==> config.mk <==
export PLATFORM = sky130hd
export DESIGN_NAME = cnn_layer_sequencer_flat
export DESIGN_NICKNAME = d
export VERILOG_FILES = /design/src/rtl/cnn_layer_sequencer_if.sv /design/src/rtl/cnn_layer_sequencer.sv /design/src/flat_wrapper.sv
export SDC_FILE = /design/constraint.sdc
export NUM_CORES = 1
export LEC_CHECK = 0
export ABC_CLOCK_PERIOD_IN_PS = 2400
export CORE_MARGIN = 5
export CORE_UTILIZATION = 35
export CTS_BUF_LIST = sky130_fd_sc_hd__clkbuf_2 sky130_fd_sc_hd__clkbuf_4 sky130_fd_sc_hd__clkbuf_8
export CTS_CLUSTER_DIAMETER = 120
export CTS_CLUSTER_SIZE = 12
export DETAILED_ROUTE_END_ITERATION = 12
export HOLD_SLACK_MARGIN = 0.12
export PLACE_DENSITY = 0.63
export REMOVE_ABC_BUFFERS = 1
export SYNTH_ARGS = -nofsm -noshare
export SYNTH_HDL_FRONTEND = slang
export SYNTH_SLANG_ARGS = --single-unit
==> constraint.sdc <==
create_clock -name clk -period 2.4 [get_ports clk]
set_input_delay 0.48 -clock clk [delete_from_list [all_inputs] [get_ports clk]]
set_output_delay 0.48 -clock clk [all_outputs]
set_load 0.005 [all_outputs]
==> src/rtl/cnn_layer_sequencer_if.sv <==
// Handshake and control bundle between the frame sequencer and its neighbours:
// the input loader (frame_*), the layer engines (layer_*) and the result
// consumer (result_*), plus status outputs.
interface cnn_layer_sequencer_if #(
  parameter int NUM_LAYERS = 4,
  parameter int CNT_W      = 32
);
  localparam int LW = $clog2(NUM_LAYERS) + 1;

  logic                  frame_valid;
  logic                  frame_ready;
  logic [NUM_LAYERS-1:0] layer_start;
  logic [NUM_LAYERS-1:0] layer_done;
  logic                  result_valid;
  logic                  result_ready;
  logic                  busy;
  logic [LW-1:0]         cur_layer;
  logic                  timeout_err;
  logic [CNT_W-1:0]      cycle_count;

  // Sequencer side.
  modport master (
    input  frame_valid, layer_done, result_ready,
    output frame_ready, layer_start, result_valid, busy,
           cur_layer, timeout_err, cycle_count
  );

  // Environment side (loader, layer engines, consumer).
  modport slave (
    output frame_valid, layer_done, result_ready,
    input  frame_ready, layer_start, result_valid, busy,
           cur_layer, timeout_err, cycle_count
  );
endinterface

==> src/rtl/cnn_layer_sequencer.sv <==
// Frame-level controller for the CNN pipeline. Accepts a frame, launches each
// layer engine in turn with a one-cycle start pulse, waits for that layer's
// done pulse, then holds the result until the consumer takes it. A per-layer
// watchdog aborts a stuck frame with a sticky error, and a saturating counter
// reports how many cycles the frame spent in LAUNCH/WAIT.
// Every output comes straight from a flop so layer_start is glitch-free.
module cnn_layer_sequencer #(
  parameter int NUM_LAYERS     = 4,
  parameter int TIMEOUT_CYCLES = 2_000_000,
  parameter int CNT_W          = 32
) (
  input logic                   clk,
  input logic                   reset,
  cnn_layer_sequencer_if.master bus
);

  localparam int LW = $clog2(NUM_LAYERS) + 1;
  localparam logic [LW-1:0]    LAST_LAYER = LW'(NUM_LAYERS - 1);
  localparam logic [CNT_W-1:0] WD_LAST    = CNT_W'(TIMEOUT_CYCLES - 1);
  localparam logic [CNT_W-1:0] CNT_MAX    = '1;

  typedef enum logic [2:0] {
    IDLE,
    LAUNCH,
    WAIT,
    RESULT,
    ERROR
  } state_t;

  state_t                state;
  state_t                state_nxt;
  logic [LW-1:0]         cur_layer;
  logic [LW-1:0]         cur_layer_nxt;
  logic [CNT_W-1:0]      watchdog;
  logic [CNT_W-1:0]      watchdog_nxt;
  logic [CNT_W-1:0]      cycle_count;
  logic                  timeout_err;
  logic                  accept;
  logic                  done_sel;
  logic [NUM_LAYERS-1:0] start_vec;

  logic                  frame_ready_q;
  logic                  result_valid_q;
  logic                  busy_q;
  logic [NUM_LAYERS-1:0] layer_start_q;

  // A frame is taken only in IDLE, which is exactly when frame_ready is high.
  assign accept = (state == IDLE) && bus.frame_valid;

  // Select the done bit of the layer being waited on, and build the one-hot
  // start vector for the layer that will be launched next cycle.
  always_comb begin
    done_sel  = 1'b0;
    start_vec = '0;
    for (int i = 0; i < NUM_LAYERS; i++) begin
      if (cur_layer == LW'(i)) done_sel = bus.layer_done[i];
      if (cur_layer_nxt == LW'(i)) start_vec[i] = 1'b1;
    end
  end

  // Next-state, next layer index and watchdog update.
  always_comb begin
    // NOTE: every signal written here gets a default first, so no path
    // through the case leaves it unassigned and no latch is inferred.
    state_nxt     = state;
    cur_layer_nxt = cur_layer;
    watchdog_nxt  = watchdog;
    unique case (state)
      IDLE: begin
        if (accept) begin
          cur_layer_nxt = '0;
          state_nxt     = LAUNCH;
        end
      end
      LAUNCH: begin
        // Done pulses are not looked at here; the watchdog restarts per layer.
        watchdog_nxt = '0;
        state_nxt    = WAIT;
      end
      WAIT: begin
        // A done in the expiry cycle takes priority over the timeout.
        if (done_sel) begin
          if (cur_layer == LAST_LAYER) begin
            state_nxt = RESULT;
          end else begin
            cur_layer_nxt = cur_layer + LW'(1);
            state_nxt     = LAUNCH;
          end
        end else if (watchdog == WD_LAST) begin
          state_nxt = ERROR;
        end else begin
          watchdog_nxt = watchdog + CNT_W'(1);
        end
      end
      RESULT: begin
        if (bus.result_ready) state_nxt = IDLE;
      end
      ERROR: begin
        state_nxt = IDLE;
      end
      default: begin
        state_nxt = IDLE;
      end
    endcase
  end

  // State, layer index and watchdog registers.
  always_ff @(posedge clk or posedge reset) begin
    if (reset) begin
      state     <= IDLE;
      cur_layer <= '0;
      watchdog  <= '0;
    end else begin
      // NOTE: sequential state uses non-blocking assignments so every flop
      // samples the pre-edge values, independent of statement order.
      state     <= state_nxt;
      cur_layer <= cur_layer_nxt;
      watchdog  <= watchdog_nxt;
    end
  end

  // Frame cycle counter: cleared on accept, counts LAUNCH/WAIT cycles, saturates.
  always_ff @(posedge clk or posedge reset) begin
    if (reset) begin
      cycle_count <= '0;
    end else if (accept) begin
      cycle_count <= '0;
    end else if ((state == LAUNCH || state == WAIT) && cycle_count != CNT_MAX) begin
      cycle_count <= cycle_count + CNT_W'(1);
    end
  end

  // Sticky watchdog error: set on leaving ERROR, cleared by the next accept.
  always_ff @(posedge clk or posedge reset) begin
    if (reset) begin
      timeout_err <= 1'b0;
    end else if (accept) begin
      timeout_err <= 1'b0;
    end else if (state == ERROR) begin
      timeout_err <= 1'b1;
    end
  end

  // Registered decode of the next state into the handshake outputs.
  always_ff @(posedge clk or posedge reset) begin
    if (reset) begin
      frame_ready_q  <= 1'b1;
      result_valid_q <= 1'b0;
      busy_q         <= 1'b0;
      layer_start_q  <= '0;
    end else begin
      frame_ready_q  <= (state_nxt == IDLE);
      result_valid_q <= (state_nxt == RESULT);
      busy_q         <= (state_nxt != IDLE);
      layer_start_q  <= (state_nxt == LAUNCH) ? start_vec : '0;
    end
  end

  assign bus.frame_ready  = frame_ready_q;
  assign bus.result_valid = result_valid_q;
  assign bus.busy         = busy_q;
  assign bus.layer_start  = layer_start_q;
  assign bus.cur_layer    = cur_layer;
  assign bus.timeout_err  = timeout_err;
  assign bus.cycle_count  = cycle_count;

endmodule

==> src/flat_wrapper.sv <==
// flat-port wrapper written by rule: the top's interface ports become plain ports
module cnn_layer_sequencer_flat 
#(
  parameter int NUM_LAYERS     = 4,
  parameter int TIMEOUT_CYCLES = 2_000_000,
  parameter int CNT_W          = 32
)
  (clk, reset, bus_frame_valid, bus_layer_done, bus_result_ready, bus_frame_ready, bus_layer_start, bus_result_valid, bus_busy, bus_cur_layer, bus_timeout_err, bus_cycle_count);
  cnn_layer_sequencer_if #(.NUM_LAYERS(NUM_LAYERS), .CNT_W(CNT_W)) bus_i ();
  input logic clk;
  input logic reset;
  input wire logic [$bits(bus_i.frame_valid)-1:0] bus_frame_valid;
  input wire logic [$bits(bus_i.layer_done)-1:0] bus_layer_done;
  input wire logic [$bits(bus_i.result_ready)-1:0] bus_result_ready;
  output wire logic [$bits(bus_i.frame_ready)-1:0] bus_frame_ready;
  output wire logic [$bits(bus_i.layer_start)-1:0] bus_layer_start;
  output wire logic [$bits(bus_i.result_valid)-1:0] bus_result_valid;
  output wire logic [$bits(bus_i.busy)-1:0] bus_busy;
  output wire logic [$bits(bus_i.cur_layer)-1:0] bus_cur_layer;
  output wire logic [$bits(bus_i.timeout_err)-1:0] bus_timeout_err;
  output wire logic [$bits(bus_i.cycle_count)-1:0] bus_cycle_count;
  assign bus_i.frame_valid = bus_frame_valid;
  assign bus_i.layer_done = bus_layer_done;
  assign bus_i.result_ready = bus_result_ready;
  assign bus_frame_ready = bus_i.frame_ready;
  assign bus_layer_start = bus_i.layer_start;
  assign bus_result_valid = bus_i.result_valid;
  assign bus_busy = bus_i.busy;
  assign bus_cur_layer = bus_i.cur_layer;
  assign bus_timeout_err = bus_i.timeout_err;
  assign bus_cycle_count = bus_i.cycle_count;
  cnn_layer_sequencer #(.NUM_LAYERS(NUM_LAYERS), .TIMEOUT_CYCLES(TIMEOUT_CYCLES), .CNT_W(CNT_W)) u_core (.clk(clk), .reset(reset), .bus(bus_i));
endmodule
After elaboration in Yosys (flattened, before gate mapping):

Index checks and enable logic that the tools add are counted.

* register bits after elaboration: 78
* output and inout port bits: 43
* logic and storage cells: 66
* bits of input ports: 8

* multiplexer cells: 26
* equal/unequal tests: 16
* reduce and logical (&&, ||, !) cells: 12
* add/sub/neg operators: 3

Operator list (number)
* 32-bit 2-to-1 mux: 4
* 32-bit by 1-bit adder with 32-bit output, second input constant: 2
* 32-bit case mux with 2 select lines: 1
* 32-bit by 21-bit == test with 1-bit output, second input constant: 1
* 32-bit inequality test, second input constant: 1
* 3-bit by 2-bit == test with 1-bit output, second input constant: 7
* 3-bit 2-to-1 mux: 7
* 3-bit by 1-bit == test with 1-bit output, second input constant: 4
* 3-bit logical NOT: 4
* 3-bit case mux with 4 select lines: 1
* 1-bit 2-to-1 mux: 10
* 3-bit case mux with 2 select lines: 1
* 2-bit nonzero test: 3
* 4-bit 2-to-1 mux: 1
* 2-bit inequality test, second input constant: 2
* 3-bit by 1-bit adder with 3-bit output, second input constant: 1
* 3-bit == test, second input constant: 1
* 3-bit AND reduction: 1
* 3-bit nonzero test: 1
* 1-bit logical AND: 2
* 2-bit 2-to-1 mux: 1
* 1-bit logical OR: 1

Logic depth before layout (Yosys ltp):

* depth in word-level cells: 10
* mapped depth: 10
* gate-level depth less buffers: 8

Worst setup path after synthesis:

OpenSTA, ideal clock, no wires.

* path type: flip-flop to flip-flop
* start point: reg u_core.cur_layer[0] (netlist: u_core.bus.cur_layer[0])
* end point: reg u_core.watchdog[10]
* buffers on the path: 1
* required time: 2.322 ns
* setup slack: -0.077 ns
* arrival: 2.399 ns
* period minus slack after synthesis: 2.477 ns
* stages on the path, launching flop included: 10
* library setup time: 0.078 ns
* path through: dfrtp_1 > inv_1 > ha_1 > a21oi_1 > a2111oi_0 > or3_4 > o21a_1 > buf_2 > or4_1 > a21oi_1

* word-level cells in the longest chain between the ends: 7
* elaborated cells on any way between the ends: 10
* those cells by class: 4 x eq/ne; 4 x mux; 2 x reduce/logical

Ends and longest elaborated chain
* from (decl): RTL line cnn_layer_sequencer.sv:32 `logic [LW-1:0] cur_layer;`
* from (signal assigned): RTL line cnn_layer_sequencer.sv:117 `cur_layer <= cur_layer_nxt;`
* 3-bit logical NOT: RTL line cnn_layer_sequencer.sv:56 `if (cur_layer == LW'(i)) done_sel = bus.layer_done[i];`
* 1-bit 2-to-1 mux (3 in a row): RTL line cnn_layer_sequencer.sv:56
* 1-bit 2-to-1 mux *: RTL line cnn_layer_sequencer.sv:56
* 2-bit inequality test (no source line) *
* 3-bit AND reduction (no source line) *
* to (signal assigned): RTL line cnn_layer_sequencer.sv:118 `watchdog <= watchdog_nxt;`
* to (decl): RTL line cnn_layer_sequencer.sv:34 `logic [CNT_W-1:0] watchdog;`

Mark *: on every way between the ends. The rest lies on a longest branch, timed or not.
A chain may end at the register's enable or synchronous reset.

Worst setup path after layout:

* start point: reg u_core.cur_layer[0] (netlist: u_core.bus.cur_layer[0])
* end point: reg u_core.watchdog[24]

The elaborated chain is that of the path after synthesis.

==> results.md <==
Placed design:
- The number of I/O port buffers is 50.
- The cell total after placement is 688.
- The detailed placer's ending HPWL is 7780 µm.
- Routability-driven placement finished with a final weighted congestion of 0.811.

Power and ir drop:
- For this design the ratio of total power to cell area is 759 nW/µm².
- In this run the power spent charging and discharging nets is between 1.5 and 2 mW.
- The switching portion of total power is 36.2%.
- The share of total power dissipated in combinational logic is 43.2%.
- The internal power of the cells totals 2.76 mW.
- VDD sags by at most 603 µV.
- The relative contribution of the clock network to total power is between 20% and 30%.
- For this design the static power due to leakage is 2.38 nW.
- The power share of the sequential group is 35.4%.

Setup path:
- The type of the worst setup path is reg -> reg.
- The number of cells on the worst reg-to-reg path is 8.
- The kind of start point of the critical path is a flip-flop.
- The worst path arrival time is 2760 ps.
- The type of element capturing the critical path is a flip-flop.
- Of all nets on the critical path, the largest fanout is 12.
- Data on the critical path is required at its endpoint by 2690 ps.

STA:
- On the final layout, the worst clock skew is 13.1 ps.
- The worst path in the final design needs a cycle of 2470 ps, including I/O delays and setup.
- After layout, the worst setup slack is -66.8 ps.
- Adding up every negative setup slack in the final design gives -203 ps.
- The headroom to the max-slew limit is roughly 70%.
- Setup repair after global routing could not meet its margin everywhere.
- For this run, the top clock speed supported by timing is between 0.4 and 0.5 GHz.
- The slew of the pin with the lowest slew margin is 466 ps.
- The count of final max-slew check failures is 0.
- The ratio of final minimum period to clock period is 103%.
- Setup violations remaining at the end of the flow were counted as 6.
- The final number of hold-violating endpoints is 0.

Layout:
- From synthesis to final layout, the design area changed by 39.3%.
- The final layout net count is 579.
- The library cell used most frequently in the layout, excluding fill and tap cells, is sky130_fd_sc_hd__dfrtp_1.
- In the layout the commonest cells are 75 x sky130_fd_sc_hd__dfrtp_1, 60 x sky130_fd_sc_hd__nor2_1, 59 x sky130_fd_sc_hd__buf_4.
- The post-route core utilization is 49.8%.
- The final standard cell count with taps included and fillers excluded is 713.
- Cells with a size suffix above 1 make up around 23% of the layout.
- The antenna diode count is 0.

Routing:
- In the routed layout, each cell is associated on average with a via count of 5.42.
- The total iterations of the first detailed-routing run is 4.
- Wires add up to about 11000 µm.
- The routed design uses 5680 µm of met2 wire.
- In the final routed layout, each cell accounts on average for 16.0 µm.
- In this run the top signal layer used is met4.
- In the routed design, unresolved DRC markers number 0.
- The detailed router finished its first iteration with 287 violations.
- The number of antenna-violating nets in the routed design is 0.
- After detailed routing, the wire length on met1 is 5210 µm.
- The length of routed met3 wiring is 356 µm.
- The detailed router placed 3861 vias in this run.

Global routing:
- The total overflow left after global routing is 0.
- The initial antenna violation count is 0.
- The largest net degree at the start of global routing is 38.
- The global-route wire length before repair is 18800 µm.
- The number of global-route vias before repair came to between 3000 and 4000.
- The total global-route track usage is approximately 16%.

Synth:
- The average instance in the mapped netlist occupies approximately 9.1 µm².
- The count of flip-flops with a built-in enable after synthesis is 0.
- The most common flop cell mapped by yosys is sky130_fd_sc_hd__dfrtp_1.
- The number of unique standard cell types used by synthesis is between 40 and 50.
- Of all flip-flops after synthesis, the portion carrying an async set or reset was 100%.
- In the synthesized netlist, the number of instances is between 400 and 500.
- The post-synthesis sequential area ratio is 47.6%.
- The post-synthesis cell area is ~4100 µm².
- The number of warnings reported in the yosys synthesis log is 0.
- Counting flops and latches in the post-synthesis netlist gives about 80.

Die:
- The count of standard-cell rows is 39.
- For this design the top-level I/O count stands at 51.
- The width of the die is 118 µm.
- The die covers 14000 µm².
- The floorplan die height is 118 µm.
- The core area is 11500 µm².
- Once the floorplan was initialized, standard cells occupied between 30% and 40% of the core.

Clocking:
- The TritonCTS clock tree is yes.
- The number of CTS-inserted buffers is 9.
- Counting along the longest clock path gives a buffer depth of 2.
- The CTS root buffer is sky130_fd_sc_hd__clkbuf_8.
- The clock drives 78 sinks.
- In this run the number of H-tree levels came out at 3.
- The clock edge transition at the registers on the reported setup and hold paths is 90 ps.
- At the later pin of the worst-skew pair, clock insertion delay measures 360 ps.

Run:
- Max-cap violations in this run came to 0.

Run status:
- The final reports fail on setup timing.
- The run finished, with violations left.

Worst hold path:
- The worst hold path class is in -> async.
-- sequential cells by signal, indices dropped and copies added (netlist names) --
register	count
u_core.state	3
u_core.bus.timeout_err	1
u_core.bus.result_valid	1
u_core.bus.cur_layer	3
u_core.bus.cycle_count	32
u_core.watchdog	32
u_core.bus.frame_ready	1
u_core.bus.layer_start	4
u_core.bus.busy	1
-- stage by stage --
stage               hold WS (ps)  setup slack, ps  area, µm²  total power [mW]
floorplan                    487             -191       4040              2.25
global placement             516             -298       5230              3.05
detailed placement           507             -365       5230              3.11
CTS                          415            -19.1       5500              4.23
global route                 438             -121       5710              4.60
finish                       424            -66.8       5710              4.33
-- layer usage --
layer / vias up / track usage [%]
li1: 1871 / -
met1: 1906 / 20.9
met2: 70 / 26.5
met3: 14 / 3.15
met4: 0 / 5.88
met5: - / 0
-- final timing paths --
check	startpoint	end	slack, ps
max in group asynchronous	reset	u_core.bus.frame_ready$_DFF_PP1_	1410
min in group clk	u_core.bus.timeout_err$_DFFE_PP0P_	u_core.bus.timeout_err$_DFFE_PP0P_	530
setup reg to reg	u_core.bus.cur_layer[0]$_DFF_PP0_	u_core.watchdog[24]$_DFFE_PP0P_	-70
hold / removal	reset	u_core.bus.cycle_count[19]$_DFFE_PP0P_	420
hold reg to reg	u_core.bus.timeout_err$_DFFE_PP0P_	u_core.bus.timeout_err$_DFFE_PP0P_	530
setup / recovery	u_core.bus.cur_layer[0]$_DFF_PP0_	u_core.watchdog[24]$_DFFE_PP0P_	-70
-- worst max-delay path, stage by stage, from the launching register on --
cell and delay [ps]:
sky130_fd_sc_hd__dfrtp_2 470, sky130_fd_sc_hd__buf_6 140, sky130_fd_sc_hd__ha_4 160, sky130_fd_sc_hd__and3b_2 220
sky130_fd_sc_hd__or3_4 340, sky130_fd_sc_hd__o21a_4 250, sky130_fd_sc_hd__buf_12 140, sky130_fd_sc_hd__or4_1 540
sky130_fd_sc_hd__a21oi_2 140
-- cells in the mapped netlist, types with 2 or more instances --
master                     instances  area, µm²
sky130_fd_sc_hd__xor2_1           17        149
sky130_fd_sc_hd__a211oi_1          2       15.0
sky130_fd_sc_hd__nor3b_1           2       15.0
sky130_fd_sc_hd__nand3_1          27        135
sky130_fd_sc_hd__and2_1            2       12.5
sky130_fd_sc_hd__buf_2             2       10.0
sky130_fd_sc_hd__clkbuf_1         12       45.0
sky130_fd_sc_hd__and4_1            8       70.1
sky130_fd_sc_hd__nor2_1           61        229
sky130_fd_sc_hd__or4_1            10       75.1
sky130_fd_sc_hd__a21oi_1          28        140
sky130_fd_sc_hd__o31a_1            2       17.5
sky130_fd_sc_hd__ha_1              6       75.1
sky130_fd_sc_hd__nand2_1          37        139
sky130_fd_sc_hd__inv_1            12       45.0
sky130_fd_sc_hd__nor2b_1           3       18.8
sky130_fd_sc_hd__nand4_1          22        138
sky130_fd_sc_hd__dfrtp_1          77       1930
sky130_fd_sc_hd__o31ai_1           8       60.1
sky130_fd_sc_hd__a31oi_1           3       18.8
sky130_fd_sc_hd__a21o_1            3       22.5
sky130_fd_sc_hd__nor3_1           11       55.1
sky130_fd_sc_hd__o21ai_0          16       80.1
sky130_fd_sc_hd__xnor2_1          15        131
sky130_fd_sc_hd__and3_1           13       81.3
sky130_fd_sc_hd__a31o_2            7       61.3
sky130_fd_sc_hd__or3_1            15       93.8
sky130_fd_sc_hd__nand3b_1          2       15.0
sky130_fd_sc_hd__nor4_1            8       50.1
-- power groups by stage --
stage                     sequential, mW  combinational (mW)  clock (mW)
final                               1.54                1.87       0.927
after global routing                1.55                2.04        1.01
after CTS                           1.52                1.76       0.957
after detailed placement            1.54                1.57           0
after global placement              1.53                1.52           0
after floorplan                     1.58               0.675           0
-- kinds of logic after synthesis --
logic type,count (synthesis),synth area share [%]
buffers and inverters,27,2.53
AO/OA/AOI/OAI,78,12.1
flip-flops,78,47.6
adder cells (fa/ha/maj),6,1.83
XOR/XNOR,32,6.83
AND/OR/NAND/NOR,228,28.9
multiplexers,1,0.244
-- area by class of cell --
type,count,area [µm²]
Sequential cell,78,1960
Tap cell,143,179
Inverter,12,50.0
Timing Repair Buffer,119,1110
Multi-Input combinational cell,345,2240
Clock inverter,5,33.8
Fill cell,1046,5760
Clock buffer,11,145
-- what timing repair did --
item | CTS | global route
pin swaps | 8 | 12
resized for setup | 17 | 37
buffers inserted | 2 | 6
setup endpoints to repair | 18 | 25
cloned | 1 | 0
endpoints found under the hold margin | 0 | 0
hold buffers | 0 | 0
Note: power is estimated with default switching activity, not from simulation.
